File: config.mk
export PLATFORM = sky130hd
export DESIGN_NAME = uart_rx_fmt
export DESIGN_NICKNAME = d
export VERILOG_FILES = /design/src/rtl/uart_pkg.sv /design/src/rtl/glitch_filter.sv /design/src/rtl/uart_rx_fmt_baud_tick.sv /design/src/rtl/uart_rx_fmt.sv
export SDC_FILE = /design/constraint.sdc
export NUM_CORES = 1
export LEC_CHECK = 0
export ABC_AREA = 1
export ABC_CLOCK_PERIOD_IN_PS = 3400
export BUFFER_PORTS_ARGS = -buffer_cell sky130_fd_sc_hd__buf_2
export CAP_MARGIN = 30
export CORE_MARGIN = 2
export CORE_UTILIZATION = 45
export CTS_CLUSTER_SIZE = 25
export DETAILED_ROUTE_END_ITERATION = 10
export GPL_ROUTABILITY_DRIVEN = 0
export HOLD_SLACK_MARGIN = 0.12
export PLACE_DENSITY_LB_ADDON = 0.08
export SETUP_SLACK_MARGIN = 0.05
export SYNTH_ARGS = -nofsm -noshare
export SYNTH_HDL_FRONTEND = slang
export SYNTH_SLANG_ARGS = --single-unit
File: constraint.sdc
create_clock -name clk -period 3.4 [get_ports clk]
set_input_delay 0.34 -clock clk [delete_from_list [all_inputs] [get_ports clk]]
set_output_delay 0.34 -clock clk [all_outputs]
set_load 0.03 [all_outputs]
File: src/rtl/uart_pkg.sv
// Shared types and constants for the configurable-format UART receiver.
package uart_pkg;

    typedef enum logic [2:0] {
        IDLE      = 3'd0,
        START     = 3'd1,
        DATA      = 3'd2,
        PARITY    = 3'd3,
        STOP      = 3'd4,
        WAIT_IDLE = 3'd5
    } rx_state_t;

    localparam logic [1:0] PAR_NONE = 2'd0;
    localparam logic [1:0] PAR_EVEN = 2'd1;
    localparam logic [1:0] PAR_ODD  = 2'd2;

    localparam logic [1:0] BITS_5 = 2'd0;
    localparam logic [1:0] BITS_6 = 2'd1;
    localparam logic [1:0] BITS_7 = 2'd2;
    localparam logic [1:0] BITS_8 = 2'd3;

    function automatic logic par_enabled(input logic [1:0] par);
        return (par == PAR_EVEN) || (par == PAR_ODD);
    endfunction

endpackage

File: src/rtl/glitch_filter.sv
// Input conditioning: optional 2-flop synchronizer, a run-length glitch filter
// and a falling-edge detector on the filtered level.
module glitch_filter #(
    parameter int   LEN               = 2,
    parameter logic RST_VAL           = 1'b0,
    parameter logic WITH_SYNCHRONIZER = 1'b1
) (
    input  logic clk,
    input  logic rst_n,
    input  logic din,
    output logic dout,
    output logic fall
);

    logic sync_w;
    logic val_w;
    logic prev_q;

    genvar gi;
    generate
        if (WITH_SYNCHRONIZER) begin : g_sync
            logic [1:0] sync_q;
            for (gi = 0; gi < 2; gi++) begin : g_stage
                if (gi == 0) begin : g_first
                    always_ff @(posedge clk or negedge rst_n) begin
                        if (!rst_n) sync_q[gi] <= RST_VAL;
                        else        sync_q[gi] <= din;
                    end
                end else begin : g_next
                    always_ff @(posedge clk or negedge rst_n) begin
                        if (!rst_n) sync_q[gi] <= RST_VAL;
                        else        sync_q[gi] <= sync_q[gi-1];
                    end
                end
            end
            assign sync_w = sync_q[1];
        end else begin : g_nosync
            assign sync_w = din;
        end

        if (LEN == 0) begin : g_nofilt
            assign val_w = sync_w;
        end else begin : g_filt
            localparam int CW = (LEN < 2) ? 1 : $clog2(LEN);
            logic          val_q, val_d;
            logic [CW-1:0] cnt_q, cnt_d;

            // The level only flips after LEN consecutive disagreeing samples.
            always_comb begin
                val_d = val_q;
                cnt_d = cnt_q;
                if (sync_w == val_q) begin
                    cnt_d = '0;
                end else if (cnt_q == CW'(LEN - 1)) begin
                    val_d = sync_w;
                    cnt_d = '0;
                end else begin
                    cnt_d = cnt_q + CW'(1);
                end
            end

            always_ff @(posedge clk or negedge rst_n) begin
                if (!rst_n) begin
                    val_q <= RST_VAL;
                    cnt_q <= '0;
                end else begin
                    val_q <= val_d;
                    cnt_q <= cnt_d;
                end
            end
            assign val_w = val_q;
        end
    endgenerate

    always_ff @(posedge clk or negedge rst_n) begin
        if (!rst_n) prev_q <= RST_VAL;
        else        prev_q <= val_w;
    end

    assign dout = val_w;
    assign fall = prev_q & ~val_w;

endmodule

File: src/rtl/uart_rx_fmt_baud_tick.sv
// Bit-timing generator: half-period preload on go, then full-period reloads,
// producing one tick per bit at the bit centre.
module uart_baud_tick #(
    parameter int DIV_WIDTH = 8
) (
    input  logic                 clk,
    input  logic                 rst_n,
    input  logic                 go,
    input  logic                 active,
    input  logic [DIV_WIDTH-1:0] div,
    output logic                 tick
);

    localparam logic [DIV_WIDTH:0] ONE = {{DIV_WIDTH{1'b0}}, 1'b1};

    logic [DIV_WIDTH:0] cnt_q, cnt_d;

    // Reload with div+1 so consecutive ticks are div+2 clocks apart.
    always_comb begin
        tick  = active && (cnt_q == '0);
        cnt_d = cnt_q;
        if (go) begin
            cnt_d = {1'b0, div >> 1};
        end else if (tick) begin
            cnt_d = {1'b0, div} + ONE;
        end else if (active) begin
            cnt_d = cnt_q - ONE;
        end
    end

    always_ff @(posedge clk or negedge rst_n) begin
        if (!rst_n) cnt_q <= '0;
        else        cnt_q <= cnt_d;
    end

endmodule

File: src/rtl/uart_rx_fmt.sv
// Configurable-format UART receiver (5-8 data bits, N/E/O parity, 1-2 stop
// bits) with false-start rejection, per-frame status and an overrun-flagging output register.
module uart_rx_fmt
    import uart_pkg::*;
#(
    parameter int DIV_WIDTH     = 8,
    parameter int GLITCH_FILTER = 2
) (
    input  logic                 clk,
    input  logic                 rst_n,
    input  logic                 rx,
    input  logic [DIV_WIDTH-1:0] div,
    input  logic [1:0]           cfg_bits,
    input  logic [1:0]           cfg_par,
    input  logic                 cfg_stop2,
    output logic [7:0]           out_data,
    output logic                 out_perr,
    output logic                 out_ferr,
    output logic                 out_brk,
    output logic                 out_valid,
    input  logic                 out_ready,
    output logic                 ovr_stb,
    output logic                 busy
);

    rx_state_t            state_q, state_d;
    logic [1:0]           bits_q, bits_d;
    logic [1:0]           par_q, par_d;
    logic                 stop2_q, stop2_d;
    logic [DIV_WIDTH-1:0] div_q, div_d;
    logic [2:0]           bit_cnt_q, bit_cnt_d;
    logic                 stop_cnt_q, stop_cnt_d;
    logic [7:0]           shift_q, shift_d;
    logic                 par_bit_q, par_bit_d;
    logic                 ferr_q, ferr_d;
    logic [7:0]           out_data_q, out_data_d;
    logic                 out_perr_q, out_perr_d;
    logic                 out_ferr_q, out_ferr_d;
    logic                 out_brk_q, out_brk_d;
    logic                 out_valid_q, out_valid_d;
    logic                 ovr_q, ovr_d;

    logic                 rx_val, rx_fall;
    logic                 go, active, tick;
    logic [DIV_WIDTH-1:0] div_eff;
    logic                 last_bit, frame_done, par_en;
    logic                 ferr_now, brk_now, perr_now;

    glitch_filter #(
        .LEN              (GLITCH_FILTER),
        .RST_VAL          (1'b0),
        .WITH_SYNCHRONIZER(1'b1)
    ) u_filter (
        .clk  (clk),
        .rst_n(rst_n),
        .din  (rx),
        .dout (rx_val),
        .fall (rx_fall)
    );

    assign go      = (state_q == IDLE) && rx_fall;
    assign active  = (state_q == START) || (state_q == DATA) ||
                     (state_q == PARITY) || (state_q == STOP);
    // The preload must see the live divisor on the go cycle; reloads use the latched copy.
    assign div_eff = go ? div : div_q;

    uart_baud_tick #(.DIV_WIDTH(DIV_WIDTH)) u_baud (
        .clk   (clk),
        .rst_n (rst_n),
        .go    (go),
        .active(active),
        .div   (div_eff),
        .tick  (tick)
    );

    assign par_en     = par_enabled(par_q);
    assign last_bit   = (bit_cnt_q == (3'd4 + {1'b0, bits_q}));
    assign frame_done = (state_q == STOP) && tick && (!stop2_q || stop_cnt_q);
    assign ferr_now   = ferr_q | ~rx_val;
    assign brk_now    = ferr_now && (shift_q == 8'h00) && (!par_en || !par_bit_q);
    assign perr_now   = par_en && ((^shift_q ^ par_bit_q) != (par_q == PAR_ODD));

    always_ff @(posedge clk or negedge rst_n) begin
        if (!rst_n) begin
            state_q     <= IDLE;
            bits_q      <= '0;
            par_q       <= '0;
            stop2_q     <= 1'b0;
            div_q       <= '0;
            bit_cnt_q   <= '0;
            stop_cnt_q  <= 1'b0;
            shift_q     <= '0;
            par_bit_q   <= 1'b0;
            ferr_q      <= 1'b0;
            out_data_q  <= '0;
            out_perr_q  <= 1'b0;
            out_ferr_q  <= 1'b0;
            out_brk_q   <= 1'b0;
            out_valid_q <= 1'b0;
            ovr_q       <= 1'b0;
        end else begin
            state_q     <= state_d;
            bits_q      <= bits_d;
            par_q       <= par_d;
            stop2_q     <= stop2_d;
            div_q       <= div_d;
            bit_cnt_q   <= bit_cnt_d;
            stop_cnt_q  <= stop_cnt_d;
            shift_q     <= shift_d;
            par_bit_q   <= par_bit_d;
            ferr_q      <= ferr_d;
            out_data_q  <= out_data_d;
            out_perr_q  <= out_perr_d;
            out_ferr_q  <= out_ferr_d;
            out_brk_q   <= out_brk_d;
            out_valid_q <= out_valid_d;
            ovr_q       <= ovr_d;
        end
    end

    always_comb begin
        state_d = state_q;
        case (state_q)
            IDLE:      if (rx_fall) state_d = START;
            START:     if (tick) state_d = rx_val ? IDLE : DATA;
            DATA:      if (tick && last_bit) state_d = par_en ? PARITY : STOP;
            PARITY:    if (tick) state_d = STOP;
            // Leaving at the last stop-tick centre lets a start edge half a bit later re-arm.
            STOP:      if (frame_done) state_d = brk_now ? WAIT_IDLE : IDLE;
            WAIT_IDLE: if (rx_val) state_d = IDLE;
            default:   state_d = IDLE;
        endcase
    end

    always_comb begin
        bits_d      = bits_q;
        par_d       = par_q;
        stop2_d     = stop2_q;
        div_d       = div_q;
        bit_cnt_d   = bit_cnt_q;
        stop_cnt_d  = stop_cnt_q;
        shift_d     = shift_q;
        par_bit_d   = par_bit_q;
        ferr_d      = ferr_q;
        out_data_d  = out_data_q;
        out_perr_d  = out_perr_q;
        out_ferr_d  = out_ferr_q;
        out_brk_d   = out_brk_q;
        out_valid_d = out_valid_q;
        ovr_d       = 1'b0;

        if (go) begin
            bits_d     = cfg_bits;
            par_d      = cfg_par;
            stop2_d    = cfg_stop2;
            div_d      = div;
            bit_cnt_d  = '0;
            stop_cnt_d = 1'b0;
            shift_d    = '0;
            par_bit_d  = 1'b0;
            ferr_d     = 1'b0;
        end

        if (tick) begin
            case (state_q)
                DATA: begin
                    shift_d[bit_cnt_q] = rx_val;
                    bit_cnt_d          = bit_cnt_q + 3'd1;
                end
                PARITY: par_bit_d = rx_val;
                STOP: begin
                    ferr_d     = ferr_now;
                    stop_cnt_d = 1'b1;
                end
                default: ;
            endcase
        end

        // A completion during a handshake replaces the word; otherwise it is dropped.
        if (frame_done) begin
            if (!out_valid_q || out_ready) begin
                out_data_d  = shift_q;
                out_perr_d  = perr_now;
                out_ferr_d  = ferr_now;
                out_brk_d   = brk_now;
                out_valid_d = 1'b1;
            end else begin
                ovr_d = 1'b1;
            end
        end else if (out_valid_q && out_ready) begin
            out_valid_d = 1'b0;
        end
    end

    assign out_data  = out_data_q;
    assign out_perr  = out_perr_q;
    assign out_ferr  = out_ferr_q;
    assign out_brk   = out_brk_q;
    assign out_valid = out_valid_q;
    assign ovr_stb   = ovr_q;
    assign busy      = (state_q != IDLE);

endmodule
Word level (Yosys, flattened, before mapping)
Cells that the tools add are included.

word-level totals
  register bits after elaboration = 57
  input port bits = 17
  output and inout port bits = 14
  logic and storage cells = 122

operators by class
  $add $sub $neg = 5
  order comparisons = 2
  eq/ne operators = 17
  multiplexer cells = 39
  bitwise operators = 5
  reduce and logical (&&, ||, !) cells = 32

operator list
  kind                                                   number
  2-to-1 mux 3 bit                                       11
  2-to-1 mux 8 bit                                       4
  2-to-1 mux 9 bit                                       3
  case mux 3 bit (6 select lines)                        1
  2-to-1 mux 1 bit                                       17
  logical AND 1 bit                                      10
  adder 8 x 1 -> 9 bit, second input constant            1
  logical NOT 9 bit                                      1
  subtractor 9 x 1 -> 9 bit, second input constant       1
  bitwise mux 8 bit                                      1
  logical NOT 8 bit                                      1
  inequality test 2 bit, second input constant           4
  parity 8 bit                                           1
  logical OR 1 bit                                       7
  == test 3 x 2 -> 1 bit, second input constant          2
  == test 3 bit, second input constant                   2
  inequality test 2 x 1 -> 1 bit, second input constant  3
  AND reduction 2 bit                                    3
  AND reduction 6 bit                                    1
  nonzero test 3 bit                                     2
  logical NOT 1 bit                                      4
  < comparator 3 x 4 -> 1 bit, second input constant     1
  adder 3 x 1 -> 3 bit, second input constant            1
  adder 3 x 2 -> 3 bit, first input constant             1
  16 further kinds                                       17

Logic depth before layout (Yosys ltp)
  word-level depth = 9
  gate-level depth with buffers = 17

By module
Synthesis repeated with hierarchy kept, for this count alone.

unflattened totals
  cells, all modules = 399
  area, all modules = 3203.1 µm²

by module, submodules not included
  module          times used  cells an instance  area an instance (µm²)  sequential area each (µm²)
  uart_rx_fmt     1           263                2217.1                  1076.0
  uart_baud_tick  1           121                823.3                   225.2
  glitch_filter   1           15                 162.7                   125.1

Worst setup path before layout
OpenSTA, ideal clock, no wires.

  kind = register to register
  start = reg u_baud.cnt_q[0]
  end = reg out_ferr_q (netlist: out_ferr)
  setup time = 0.124 ns
  arrival time = 1.834 ns
  path slack = 1.442 ns
  cell stages (with the launch flop) = 16
  period minus slack after synthesis = 1.958 ns
  path through = dfrtp_1 inv_1 ha_1 inv_1 nor2_2 nand2_2 nor2_4 nand2_4 nor2_4 nand2_2 or2_1 nor2_2 inv_2 buf_6 nand2_2 o21ai_2

between the ends
  cells in the longest elaborated chain, start to end = 5

RTL lines
  what                            RTL line                     RTL
  start, declared                 uart_rx_fmt_baud_tick.sv:16  logic [DIV_WIDTH:0] cnt_q, cnt_d;
  start signal, assigned          uart_rx_fmt_baud_tick.sv:33  else cnt_q <= cnt_d;
  logical NOT 9 bit               uart_rx_fmt_baud_tick.sv:20  tick = active && (cnt_q == '0);
  logical AND 1 bit               uart_rx_fmt_baud_tick.sv:20
  logical AND 1 bit (2 in a row)  uart_rx_fmt.sv:78            assign frame_done = (state_q == STOP) && tick && (!stop2_q || stop_cnt_q);
  AND reduction 2 bit (no line)   -
  end signal, assigned            uart_rx_fmt.sv:114           out_ferr_q <= out_ferr_d;
  end, declared                   uart_rx_fmt.sv:38            logic out_ferr_q, out_ferr_d;

No other way between the ends.
A chain may end at the register's enable or synchronous reset.

Worst setup path in the final report
  start = reg u_baud.cnt_q[0]
  end = reg out_data_q[0] (netlist: out_data[0])

between the ends
  cells in the longest elaborated chain, start to end = 5

RTL lines
  what                            RTL line                     RTL
  logical NOT 9 bit               uart_rx_fmt_baud_tick.sv:20
  logical AND 1 bit               uart_rx_fmt_baud_tick.sv:20
  logical AND 1 bit (2 in a row)  uart_rx_fmt.sv:78
  AND reduction 2 bit (no line)   -
  end signal, assigned            uart_rx_fmt.sv:112           out_data_q <= out_data_d;
  end, declared                   uart_rx_fmt.sv:36            logic [7:0] out_data_q, out_data_d;

No other way between the ends.

==> impl_metrics.env <==
export IMPL_outcome="finished, final reports clean"
export IMPL_max_clock_path_buffers=2
export IMPL_yosysWarnings=0
export IMPL_die_area_um2=7660
export IMPL_timing_final_setup_violations=0
export IMPL_cts_h_tree_depth=3
export IMPL_cpMaxStageDelayCell="sky130_fd_sc_hd__dfrtp_1"
export IMPL_post_synth_top_count_cell="sky130_fd_sc_hd__nand2_1"
export IMPL_post_route_cells_drive_above_1_share_pct=20.8
export IMPL_average_via_count_per_standard_cell=5.07
export IMPL_fin_total_pwr_mw=2.72
export IMPL_clock_latency_at_the_later_pin_of_the_worst_skew_pair_ps=330
export IMPL_cp_required_ps=3610
export IMPL_cap_violations=0
export IMPL_synth_edf_count=0
export IMPL_synth_common_cells="sky130_fd_sc_hd__nand2_1 (81), sky130_fd_sc_hd__dfrtp_1 (57), sky130_fd_sc_hd__inv_1 (54)"
export IMPL_highest_cell_delay_on_the_worst_timing_path_ps=380
export IMPL_route_antenna_remaining_nets=0
export IMPL_placeableCoreArea_um2=6760
export IMPL_synth_fp_nets=410
export IMPL_clkSinkCount=57
export IMPL_numCtsBuffers=9
export IMPL_syn_mean_instance_area_um2=8.15
export IMPL_synth_distinct_cells=35
export IMPL_grt_util_all_layers_pct=20.2
export IMPL_critical_path_peak_fanout=21
export IMPL_placement_rows=30
export IMPL_timing_final_hold_violations=0
export IMPL_clk_transition_reported_paths_ps=70
export IMPL_tritoncts_clock_tree="yes"
export IMPL_post_synth_top_area_cell="sky130_fd_sc_hd__dfrtp_1"
export IMPL_antenna_found_initial=0
export IMPL_finalSetupTns_ps=0
export IMPL_ys_ff_latch=57
export IMPL_ys_async_sr_fraction_pct=100
export IMPL_floorplan_io_pins=31
export IMPL_cts_root_buffer="sky130_fd_sc_hd__clkbuf_8"
export IMPL_syn_to_final_growth_pct=12.7
export IMPL_drt_iter0_drc=159
export IMPL_final_period_utilization_pct=71.2
export IMPL_timing_final_crit_period_ps=2420
export IMPL_post_drt_wl_per_cell_um=13.5
export IMPL_yosysSeqAreaShare_pct=45.5
export IMPL_initial_core_util_pct=46.4
export IMPL_cp_end_kind="flip-flop"
export IMPL_vias=2577
export IMPL_worst_ir_drop_vdd_uv=431
export IMPL_fp_dieH_um=87.5
export IMPL_synth_area_top_cells="sky130_fd_sc_hd__dfrtp_1 (45%), sky130_fd_sc_hd__nand2_1 (9.7%), sky130_fd_sc_hd__inv_1 (6.5%)"
export IMPL_io_buf_count=30
export IMPL_finalCoreUtilization_pct=52.4
export IMPL_final_net_count=449
export IMPL_rsz_0062_raised_after_global_routing="false"
export IMPL_antennaDiodeCount=0
export IMPL_globalRouteOverflowTotal=0
export IMPL_leakagePower_nw=1.73
export IMPL_synthesis_instances=385
export IMPL_slew_headroom_pct=57.1
export IMPL_number_of_global_route_vias_before_repair=2387
export IMPL_power_density_nw_per_um2=769
export IMPL_detailedRoute_firstPassIterationCount=4
export IMPL_routed_wirelength_mm=6.84
export IMPL_final_max_slew_violation_count=0
export IMPL_critical_path_cell_chain="inv_1, ha_1, inv_1, nor2_2, nand2_2, nor2_4, nand2_4, nor2_4, nand2_2, or2_1, nor2_2, inv_2, nand2_1, o21ai_2"
export IMPL_worst_clock_skew_ps=5.96
export IMPL_netlist_area_leader_share_pct=45.5
export IMPL_post_synth_instance_area_um2=3140
export IMPL_min_delay_path_class="input pin to flip-flop"
export IMPL_drc_errors=0
export IMPL_die_width_um=87.5
export IMPL_pin_count_of_the_biggest_net_entering_global_routing=33
export IMPL_worst_pin_slew_ps=643
export IMPL_path_class="flip-flop to flip-flop"
export IMPL_grt_pass1_wl_mm=11.8
export IMPL_dp_hpwl_mm=4.97
export IMPL_dominantRegCellSynth="sky130_fd_sc_hd__dfrtp_1"
export IMPL_timing_critical_path_from_type="flip-flop"
export IMPL_clock_fmax_mhz=413
export IMPL_worstPathArrival_ps=2630
-- sequential cells by signal (all words and copies together) (netlist names), 2 cells and up --
register	flops
bit_cnt_q	3
div_q	8
bits_q	2
state_q	3
par_q	2
shift_q	8
u_baud.cnt_q	9
out_data	8
-- routing by layer --
metal,vias up,track usage [%],share of wire [%]
met1,1178,30.6,54
met3,4,5.97,4.6
li1,1319,-,-
met5,-,0,0
met2,76,28.0,40
met4,0,5.45,1.0
-- worst max-delay path, delay by kind of cell, from the launching register on --
family,cells,cell delay [ps]
flip-flops,1,380
AO/OA/AOI/OAI,1,50
adder cells (fa/ha/maj),1,190
AND/OR/NAND/NOR,9,1300
buffers and inverters,3,370
-- power breakdown --
group | total (mW) | switching [mW] | internal [mW]
Combinational | 1.20 | 0.814 | 0.390
Clock | 0.538 | 0.263 | 0.275
Sequential | 0.977 | 0.120 | 0.857
-- cells by family after synthesis --
group | Yosys count | synth area share, %
DFF | 57 | 45.5
adders and majority gates | 8 | 3.19
xor gates and xnor gates | 11 | 3.07
buffers and inverters | 65 | 8.69
and+or+nand+nor | 178 | 27.2
AOI/OAI and AO/OA | 66 | 12.4
-- final cells by class --
cell class                      count  area, um2
Fill cell                         649       3220
Multi-Input combinational cell    263       1440
Sequential cell                    57       1430
Inverter                           58        218
Timing Repair Buffer               35        193
Clock buffer                       11        141
Tap cell                           80        100
Clock inverter                      4       20.0
-- placed cells by master (no fill, tap or decap), types with 2 or more instances in the layout --
cell type,synthesis,routed
sky130_fd_sc_hd__dlygate4sd3_1,0,2
sky130_fd_sc_hd__clkinv_2,0,4
sky130_fd_sc_hd__xor2_1,5,5
sky130_fd_sc_hd__xnor2_1,6,6
sky130_fd_sc_hd__o21ai_2,10,10
sky130_fd_sc_hd__nor2_4,5,5
sky130_fd_sc_hd__nand3b_1,4,4
sky130_fd_sc_hd__o21ai_0,31,31
sky130_fd_sc_hd__nand2_4,2,2
sky130_fd_sc_hd__clkbuf_8,0,10
sky130_fd_sc_hd__nand3_1,19,19
sky130_fd_sc_hd__ha_1,8,8
sky130_fd_sc_hd__inv_2,3,3
sky130_fd_sc_hd__a21oi_1,13,13
sky130_fd_sc_hd__o22ai_1,2,2
sky130_fd_sc_hd__dfrtp_1,57,57
sky130_fd_sc_hd__nand2_2,14,14
sky130_fd_sc_hd__nand4_1,12,12
sky130_fd_sc_hd__o211ai_1,2,2
sky130_fd_sc_hd__buf_2,2,30
sky130_fd_sc_hd__nor2_1,32,32
sky130_fd_sc_hd__buf_4,1,3
sky130_fd_sc_hd__nor2_2,5,5
sky130_fd_sc_hd__o21ai_1,3,3
sky130_fd_sc_hd__inv_1,54,54
sky130_fd_sc_hd__nand2_1,81,81
-- through the flow --
step / hold slack [ps] / cell area (um2) / setup WS, ps / std cells
floorplan: 44.4 / 3140 / 1440 / 385
global placement: 335 / 3360 / 1040 / 491
detailed placement: 339 / 3360 / 968 / 491
CTS: 190 / 3540 / 953 / 508
global route: 200 / 3540 / 755 / 508
finish: 204 / 3540 / 978 / 508
-- worst paths after layout --
path	startpoint	to	slack (ps)	cells past startpoint
worst max register to register	u_baud.cnt_q[0]$_DFFE_PN0P_	out_data[0]$_DFFE_PN0P_	980	14
min in group asynchronous	rst_n	out_data[5]$_DFFE_PN0P_	570	2
max in group asynchronous	rst_n	state_q[1]$_DFFE_PN0P_	1970	3
worst min register to register	u_filter.g_sync.sync_q[0]$_DFF_PN0_	u_filter.sync_w$_DFF_PN0_	350	0
worst max-delay path	u_baud.cnt_q[0]$_DFFE_PN0P_	out_data[0]$_DFFE_PN0P_	980	14
worst min-delay path	cfg_par[1]	par_q[1]$_DFFE_PN0N_	200	3
-- timing repair --
action | CTS | global route
gates resized for setup | 0 | 0
setup buffers | 0 | 0
hold endpoints to repair | 26 | 0
hold buffers | 2 | 0
Note: power is estimated with default switching activity, not from simulation.
